$ cat config.mk
export PLATFORM = sky130hd
export DESIGN_NAME = note_lane_renderer
export DESIGN_NICKNAME = d
export VERILOG_FILES = /design/src/rtl/note_render_pkg.sv /design/src/rtl/note_lane_lut.sv /design/src/rtl/note_lane_renderer.sv
export SDC_FILE = /design/constraint.sdc
export NUM_CORES = 1
export LEC_CHECK = 0
export ABC_CLOCK_PERIOD_IN_PS = 5500
export CELL_PAD_IN_SITES_DETAIL_PLACEMENT = 1
export CELL_PAD_IN_SITES_GLOBAL_PLACEMENT = 1
export CORE_ASPECT_RATIO = 0.8
export CORE_MARGIN = 8
export CORE_UTILIZATION = 39
export CTS_BUF_LIST = sky130_fd_sc_hd__clkbuf_8 sky130_fd_sc_hd__clkbuf_16
export DETAILED_ROUTE_END_ITERATION = 6
export GPL_ROUTABILITY_DRIVEN = 1
export MAX_ROUTING_LAYER = met4
export PLACE_DENSITY_LB_ADDON = 0.08
export SETUP_SLACK_MARGIN = 0.4
export SLEW_MARGIN = 20
export SYNTH_ARGS = -nofsm -noshare
export SYNTH_HDL_FRONTEND = slang
export SYNTH_SLANG_ARGS = --single-unit
export TNS_END_PERCENT = 100
$ cat constraint.sdc
create_clock -name clk -period 5.5 [get_ports clk]
set_input_delay 1.1 -clock clk [delete_from_list [all_inputs] [get_ports clk]]
set_output_delay 1.1 -clock clk [all_outputs]
set_load 0.01 [all_outputs]
$ cat src/rtl/note_render_pkg.sv
// note_render_pkg -- shared types and constants for the note lane renderer.
//   state_t       : renderer FSM states
//   NOTE_*        : 4-bit note codes held in score_data[7:4] (rest = 0 .. B = 12)
//   LANE_Y*       : top y of each of the four note lanes; bars are BAR_H tall
//   COL_*         : 12-bit colours, dark/base/light for each lane
package note_render_pkg;

  typedef enum logic [2:0] {
    IDLE, ERASE, SAMPLE, ISSUE, WAIT_FIN, WAIT_REL
  } state_t;

  localparam logic [3:0] NOTE_REST = 4'd0;
  localparam logic [3:0] NOTE_C    = 4'd1;
  localparam logic [3:0] NOTE_CS   = 4'd2;
  localparam logic [3:0] NOTE_D    = 4'd3;
  localparam logic [3:0] NOTE_DS   = 4'd4;
  localparam logic [3:0] NOTE_E    = 4'd5;
  localparam logic [3:0] NOTE_F    = 4'd6;
  localparam logic [3:0] NOTE_FS   = 4'd7;
  localparam logic [3:0] NOTE_G    = 4'd8;
  localparam logic [3:0] NOTE_GS   = 4'd9;
  localparam logic [3:0] NOTE_A    = 4'd10;
  localparam logic [3:0] NOTE_AS   = 4'd11;
  localparam logic [3:0] NOTE_B    = 4'd12;

  localparam logic [8:0] LANE_Y0 = 9'd150;  // C D E F
  localparam logic [8:0] LANE_Y1 = 9'd234;  // C# D# F#
  localparam logic [8:0] LANE_Y2 = 9'd318;  // G A B
  localparam logic [8:0] LANE_Y3 = 9'd402;  // G# A#
  localparam int         BAR_H   = 15;

  localparam logic [3:0]  OP_RECT      = 4'd0;
  localparam logic [8:0]  SCREEN_BOT_Y = 9'd479;
  localparam logic [11:0] ERASE_COLOR  = 12'hFFF;

  localparam logic [11:0] COL_L0_DK = 12'h639, COL_L0 = 12'hC9F, COL_L0_LT = 12'hECF;
  localparam logic [11:0] COL_L1_DK = 12'h063, COL_L1 = 12'h0C6, COL_L1_LT = 12'h9FC;
  localparam logic [11:0] COL_L2_DK = 12'h630, COL_L2 = 12'hF90, COL_L2_LT = 12'hFC9;
  localparam logic [11:0] COL_L3_DK = 12'h036, COL_L3 = 12'h09F, COL_L3_LT = 12'h9CF;

endpackage

$ cat src/rtl/note_lane_lut.sv
// note_lane_lut -- combinational lane / colour lookup for one note.
//   i_note, i_octave : note code and octave of the score entry
//   i_keypad_octave  : octave selected on the keypad
//   o_tl_y, o_br_y   : vertical extent of the lane bar
//   o_color          : base colour on matching octave, dark below, light above
module note_lane_lut
  import note_render_pkg::*;
(
  input  logic [3:0]  i_note,
  input  logic [3:0]  i_octave,
  input  logic [3:0]  i_keypad_octave,
  output logic [8:0]  o_tl_y,
  output logic [8:0]  o_br_y,
  output logic [11:0] o_color
);

  logic [11:0] w_dk, w_base, w_lt;

  always_comb begin
    o_tl_y = LANE_Y0;
    w_dk   = COL_L0_DK;
    w_base = COL_L0;
    w_lt   = COL_L0_LT;
    case (i_note)
      NOTE_CS, NOTE_DS, NOTE_FS: begin
        o_tl_y = LANE_Y1; w_dk = COL_L1_DK; w_base = COL_L1; w_lt = COL_L1_LT;
      end
      NOTE_G, NOTE_A, NOTE_B: begin
        o_tl_y = LANE_Y2; w_dk = COL_L2_DK; w_base = COL_L2; w_lt = COL_L2_LT;
      end
      NOTE_GS, NOTE_AS: begin
        o_tl_y = LANE_Y3; w_dk = COL_L3_DK; w_base = COL_L3; w_lt = COL_L3_LT;
      end
      default: ;
    endcase
    o_br_y = o_tl_y + 9'(BAR_H - 1);
    if (i_octave == i_keypad_octave)     o_color = w_base;
    else if (i_octave < i_keypad_octave) o_color = w_dk;
    else                                 o_color = w_lt;
  end

endmodule

$ cat src/rtl/note_lane_renderer.sv
// note_lane_renderer -- periodically repaints the note area as a row of
// lane bars, one per score entry starting at the note currently sounding.
//   en, REPAINT_CYCLES    : repaint cadence (counter runs only while idle)
//   note_pointer,
//   cur_note_length       : sampled once per frame for the first bar
//   keypad_octave         : selects base/dark/light shading
//   score_addr/score_data : combinational score ROM {length, note, octave}
//   gp_*                  : rectangle command, held with gp_en until gp_finish
//   frame_done            : one-cycle pulse when a frame has been drawn
module note_lane_renderer
  import note_render_pkg::*;
#(
  parameter int SCREEN_W       = 640,
  parameter int ORIGIN_X       = 351,
  parameter int LEN_SHIFT      = 2,
  parameter int ADDR_W         = 8,
  parameter int REPAINT_CYCLES = 1_000_000
) (
  input  logic              clk,
  input  logic              rst_n,
  input  logic              en,
  input  logic [ADDR_W-1:0] note_pointer,
  input  logic [15:0]       cur_note_length,
  input  logic [3:0]        keypad_octave,
  output logic [ADDR_W-1:0] score_addr,
  input  logic [23:0]       score_data,
  output logic              gp_en,
  output logic [3:0]        gp_opcode,
  output logic [9:0]        gp_tl_x,
  output logic [8:0]        gp_tl_y,
  output logic [9:0]        gp_br_x,
  output logic [8:0]        gp_br_y,
  output logic [11:0]       gp_arg,
  input  logic              gp_finish,
  output logic              frame_done
);

  localparam int CNT_W = (REPAINT_CYCLES > 1) ? $clog2(REPAINT_CYCLES) : 1;

  state_t            r_state, w_next;
  logic [CNT_W-1:0]  r_cnt;
  logic [ADDR_W-1:0] r_idx;
  logic [15:0]       r_len_s;
  logic [10:0]       r_x;
  logic              r_first, r_sampled, r_last, r_frame_done;
  logic [3:0]        r_opcode;
  logic [9:0]        r_tl_x, r_br_x;
  logic [8:0]        r_tl_y, r_br_y;
  logic [11:0]       r_arg;

  logic        w_ld_erase, w_ld_bar, w_sample, w_adv, w_done;
  logic [15:0] w_len, w_wfull;
  logic [10:0] w_w, w_sum, w_xn, w_brx;
  logic        w_xover, w_endmk, w_skip, w_wrap;
  logic [8:0]  w_tl_y, w_br_y;
  logic [11:0] w_color;

  // First bar uses the sampled remaining length; later bars use the score.
  assign w_len   = r_first ? r_len_s : score_data[23:8];
  assign w_wfull = w_len >> LEN_SHIFT;
  // Saturate width to 10 bits so x + width fits 11 bits without wrapping.
  assign w_w     = (|w_wfull[15:10]) ? 11'h3FF : {1'b0, w_wfull[9:0]};
  assign w_sum   = r_x + w_w;
  assign w_xn    = (w_sum > 11'(SCREEN_W)) ? 11'(SCREEN_W) : w_sum;
  assign w_brx   = w_xn - 11'd1;
  assign w_xover = r_x > 11'(SCREEN_W - 1);
  assign w_endmk = !r_first && (score_data[23:8] == 16'd0);
  assign w_skip  = (score_data[7:4] == NOTE_REST) || (w_w == 11'd0);
  assign w_wrap  = &r_idx;

  note_lane_lut u_lut (
    .i_note          (score_data[7:4]),
    .i_octave        (score_data[3:0]),
    .i_keypad_octave (keypad_octave),
    .o_tl_y          (w_tl_y),
    .o_br_y          (w_br_y),
    .o_color         (w_color)
  );

  always_ff @(posedge clk or negedge rst_n) begin
    if (!rst_n) r_state <= IDLE;
    else        r_state <= w_next;
  end

  always_comb begin
    w_next     = r_state;
    w_ld_erase = 1'b0;
    w_ld_bar   = 1'b0;
    w_sample   = 1'b0;
    w_adv      = 1'b0;
    w_done     = 1'b0;
    case (r_state)
      IDLE:
        if (en && r_cnt == CNT_W'(REPAINT_CYCLES - 1)) begin
          w_next     = ERASE;
          w_ld_erase = 1'b1;
        end
      ERASE:
        if (gp_finish) w_next = WAIT_REL;
      SAMPLE: begin
        w_sample = 1'b1;
        w_next   = ISSUE;
      end
      ISSUE:
        if (w_xover || w_endmk) begin
          w_done = 1'b1;
          w_next = IDLE;
        end else begin
          w_adv = 1'b1;
          if (!w_skip) begin
            w_ld_bar = 1'b1;
            w_next   = WAIT_FIN;
          end else if (w_wrap) begin
            w_done = 1'b1;
            w_next = IDLE;
          end
        end
      WAIT_FIN:
        if (gp_finish) w_next = WAIT_REL;
      WAIT_REL:
        if (!gp_finish) begin
          // The erase is the only command issued before sampling.
          if (!r_sampled) w_next = SAMPLE;
          else if (r_last) begin
            w_done = 1'b1;
            w_next = IDLE;
          end else w_next = ISSUE;
        end
      default: w_next = IDLE;
    endcase
  end

  always_ff @(posedge clk or negedge rst_n) begin
    if (!rst_n) begin
      r_cnt        <= '0;
      r_idx        <= '0;
      r_len_s      <= '0;
      r_x          <= '0;
      r_first      <= 1'b0;
      r_sampled    <= 1'b0;
      r_last       <= 1'b0;
      r_frame_done <= 1'b0;
      r_opcode     <= '0;
      r_tl_x       <= '0;
      r_tl_y       <= '0;
      r_br_x       <= '0;
      r_br_y       <= '0;
      r_arg        <= '0;
    end else begin
      r_frame_done <= w_done;
      r_cnt <= (r_state == IDLE && en && !w_ld_erase) ? r_cnt + 1'b1 : '0;
      if (w_ld_erase) begin
        r_sampled <= 1'b0;
        r_opcode  <= OP_RECT;
        r_tl_x    <= 10'(ORIGIN_X);
        r_tl_y    <= '0;
        r_br_x    <= 10'(SCREEN_W - 1);
        r_br_y    <= SCREEN_BOT_Y;
        r_arg     <= ERASE_COLOR;
      end
      if (w_sample) begin
        r_idx     <= note_pointer;
        r_len_s   <= cur_note_length;
        r_x       <= 11'(ORIGIN_X);
        r_first   <= 1'b1;
        r_sampled <= 1'b1;
      end
      if (w_adv) begin
        r_x     <= w_xn;
        r_idx   <= r_idx + 1'b1;
        r_first <= 1'b0;
        r_last  <= w_wrap;
      end
      if (w_ld_bar) begin
        r_opcode <= OP_RECT;
        r_tl_x   <= r_x[9:0];
        r_tl_y   <= w_tl_y;
        r_br_x   <= w_brx[9:0];
        r_br_y   <= w_br_y;
        r_arg    <= w_color;
      end
    end
  end

  assign gp_en      = (r_state == ERASE) || (r_state == WAIT_FIN);
  assign score_addr = r_idx;
  assign gp_opcode  = r_opcode;
  assign gp_tl_x    = r_tl_x;
  assign gp_tl_y    = r_tl_y;
  assign gp_br_x    = r_br_x;
  assign gp_br_y    = r_br_y;
  assign gp_arg     = r_arg;
  assign frame_done = r_frame_done;

endmodule
==> reports/results.ini <==
[yosys]
synth_top_family_by_area = simple AND/OR/NAND/NOR gates
synth_top_area_share_pct = 44.3
synthXorXnorAreaFrac_pct = 4.37
syn_area_mm2 = 0.00599
async_flop_share_pct = 100
ys_ff_latch = 106
synth-seq-area-share_pct = 44.3
synth_simple_gate_area_share_pct = 23.7
avgSynthCellArea_um2 = 8.72
synth-compound-area-share_pct = 17.9
synth_adder_area_share_pct = 4.10
synth_area_leaders = dfrtp_1 44%, nand2_1 7.0%, o21ai_0 4.9%
syn_inst = 687
synthMuxAreaShare_pct = 1.50
synth_edf_count = 0
synth.distinct_cells = 66
synth_warnings = 0
yosys.area.top_type = dfrtp_1
synth_ff_type = dfrtp_1

[global_routing]
grt_antenna_before_repair = 0
grt-ovfl-total = 0
grtUsageTotal_pct = 19.4
grt_pass1_wl_um = 30200
grt_pass1_vias = 5772
grt_max_degree = 69

[setup_path]
path_cells = clkdlybuf4s50_1 > nor3_2 > nand2_1 > nand2_2 > nand2_1 > ha_2 > fa_2 > a21o_1 > a2111o_1 > buf_4 > o31ai_1 > xnor2_1 > a211o_1 > nand2_2 > nand2_1 > ha_4 > nand2b_1 > a2111oi_1 > and4_1 > a211oi_1
crit_arrival_ps = 5200
crit_type = in2reg
cp_common_cell = nand2_1
worstPathRequired_ps = 5740
worst_setup_path_end_kind = flip-flop
startpoint_type = input pin
crit_slowest_cell = a2111oi_1
path_max_fanout = 6
worst_path_largest_cell_delay_ps = 480

[route]
drc = 0
viasPerCell = 5.50
finalWirelength_um = 18200
ant_nets = 0
wl_per_cell_um = 18.3
firstDrtPassIters = 4
vias = 5455
drtIter0Drc = 200

[hold_path]
hp-class = reg2reg

[power]
finalPower_mw = 1.56
sequentialPowerShare_pct = 50.2
internal_power_mw = 1.19
p_clk_share_pct = 42.5
swShare_pct = 23.7
p_switching_uw = 370
power.density_mw_per_mm2 = 202
p_leak_nw = 3.37
ir_worst_vdd_mv = 0.143
combPwrFrac_pct = 7.3

[timing]
maxSlewViolCount = 0
fmax_mhz = 202
hold_violations = 0
finalSetupTns_ps = 0
setup_violations = 0
tightestPinTransition_ps = 1020
rsz0062_at_grt = yes
min_period_ps = 4960
period_share_pct = 90.2
fin_worst_skew_ps = 12.5
slew-limit-headroom_pct = 31.4

[cells_and_area]
syn_to_final_growth_pct = 28.8
diodes = 0
layout.cells.most_common_list = 111 x clkdlybuf4s50_1, 109 x nand2_1, 106 x dfrtp_1
fin_nets = 872
final_common_cell = clkdlybuf4s50_1
drive_gt1_share_pct = 7.98
instances_no_fill = 991
design_area_mm2 = 0.00771

[run]
drv_cap = 0

[clock_network]
cts_tree = yes
postCtsHoldBufs = 0
clock_tree.buffer_depth = 2
h-tree-depth = 3
clk_latency_ps = 360
cts-root-buf = clkbuf_16
cts_sinks = 106
numCtsBuffers = 9
path_clk_slew_ps = 70

[die]
start_util_pct = 39.9
die-area_mm2 = 0.0196
fp.dieH_um = 127
row_count = 40
fp.coreArea_mm2 = 0.0150
boundaryPins = 120
die_w_um = 155

[place]
gp_congestion = 0.868
dp_cells = 970
dpl.hpwl_um = 13700
postPlaceCellArea_mm2 = 0.00734
portBuffers = 112

[status]
status = finished, final reports clean

==> cells in the mapped netlist (all sizes together) (4+ instances only) <==
cell    number
ha          18
a21oi       29
o211ai       5
nor3        28
and3        16
nand2b       8
nor3b       10
clkbuf      30
xor2        13
xnor2       16
a211oi       9
and2         4
o21ai       65
inv         16
nand3       29
nor4         8
nand2      111
a21o         6
o31ai        5
dfrtp      106
o21a         7
nor2        60
mux2i        9
a31oi        7
a221o        5
or3          5
nor2b        6
buf         11
==> through the flow <==
step / setup WS, ps / hold slack (ps) / utilization, %
after floorplan: 569 / 437 / -
final: 539 / 490 / 51.4
after detailed placement: 13.7 / 476 / 48.9
after global routing: 325 / 508 / 51.4
after CTS: 447 / 494 / 50.9
after global placement: 116 / 457 / 48.9
==> power groups by stage <==
stage | clock network [mW] | logic (mW) | registers (mW)
after floorplan | 0 | 0.0467 | 0.798
after global placement | 0 | 0.111 | 0.798
after detailed placement | 0 | 0.115 | 0.798
after CTS | 0.684 | 0.116 | 0.783
after global routing | 0.713 | 0.128 | 0.783
final | 0.664 | 0.114 | 0.783
==> layer usage <==
metal | track usage, % | up-vias | share of wire, %
met5 | - | - | 0
met4 | 3.74 | 0 | 0.78
met3 | 4.58 | 9 | 4.4
met2 | 32.1 | 99 | 49
met1 | 24.0 | 2716 | 46
li1 | - | 2631 | -
==> kinds of logic (layout without fill, tap and decap cells) <==
group | count (synthesis) | count (layout)
other cells | 1 | 5
buf+inv | 57 | 168
fa+ha+maj | 19 | 19
mux | 9 | 9
flops | 106 | 106
xor+xnor | 29 | 29
compound gates | 166 | 166
simple gates | 300 | 300
==> timing repair <==
item                                    4_1_cts  5_1_grt
setup buffers                                 0        5
endpoints found under the setup margin        1        4
resized for setup                             1        9
pin swaps                                     0        7
==> sequential cells by signal, summed over array words and instances (netlist names), 3 cells and up <==
register,cells
r_x,11
score_addr,8
gp_br_y,8
gp_br_x,10
gp_tl_x,10
r_len_s,14
r_state,3
r_cnt,20
gp_arg,11
gp_tl_y,7
==> critical path, delay by kind of cell <==
family | cells | cell delay, ps
AOI/OAI and AO/OA | 6 | 1630
xor gates and xnor gates | 1 | 170
adders and majority gates | 3 | 770
buffers and inverters | 2 | 560
and+or+nand+nor | 8 | 970
==> final timing paths <==
path / end / start / slack [ps] / cells after the start
min in group asynchronous: r_len_s[12] / rst_n / 810 / 1
max in group asynchronous: gp_tl_x[7] / rst_n / 3540 / 2
hold reg to reg: r_len_s[11] / r_len_s[11] / 490 / 2
setup / recovery: gp_br_x[8] / score_data[20] / 540 / 20
setup reg to reg: gp_br_x[8] / r_len_s[13] / 950 / 19
hold / removal: r_len_s[11] / r_len_s[11] / 490 / 2
==> area by class of cell <==
type                       count  area, um2
timing repair buffer         136       1300
inverter                      16       60.1
fill                        1725       7300
clock buffer                   9        225
clock inverter                 7       76.3
tap                          189        236
sequential                   106       2650
multi-input combinational    528       3160
(Power assumes the default switching activity.)
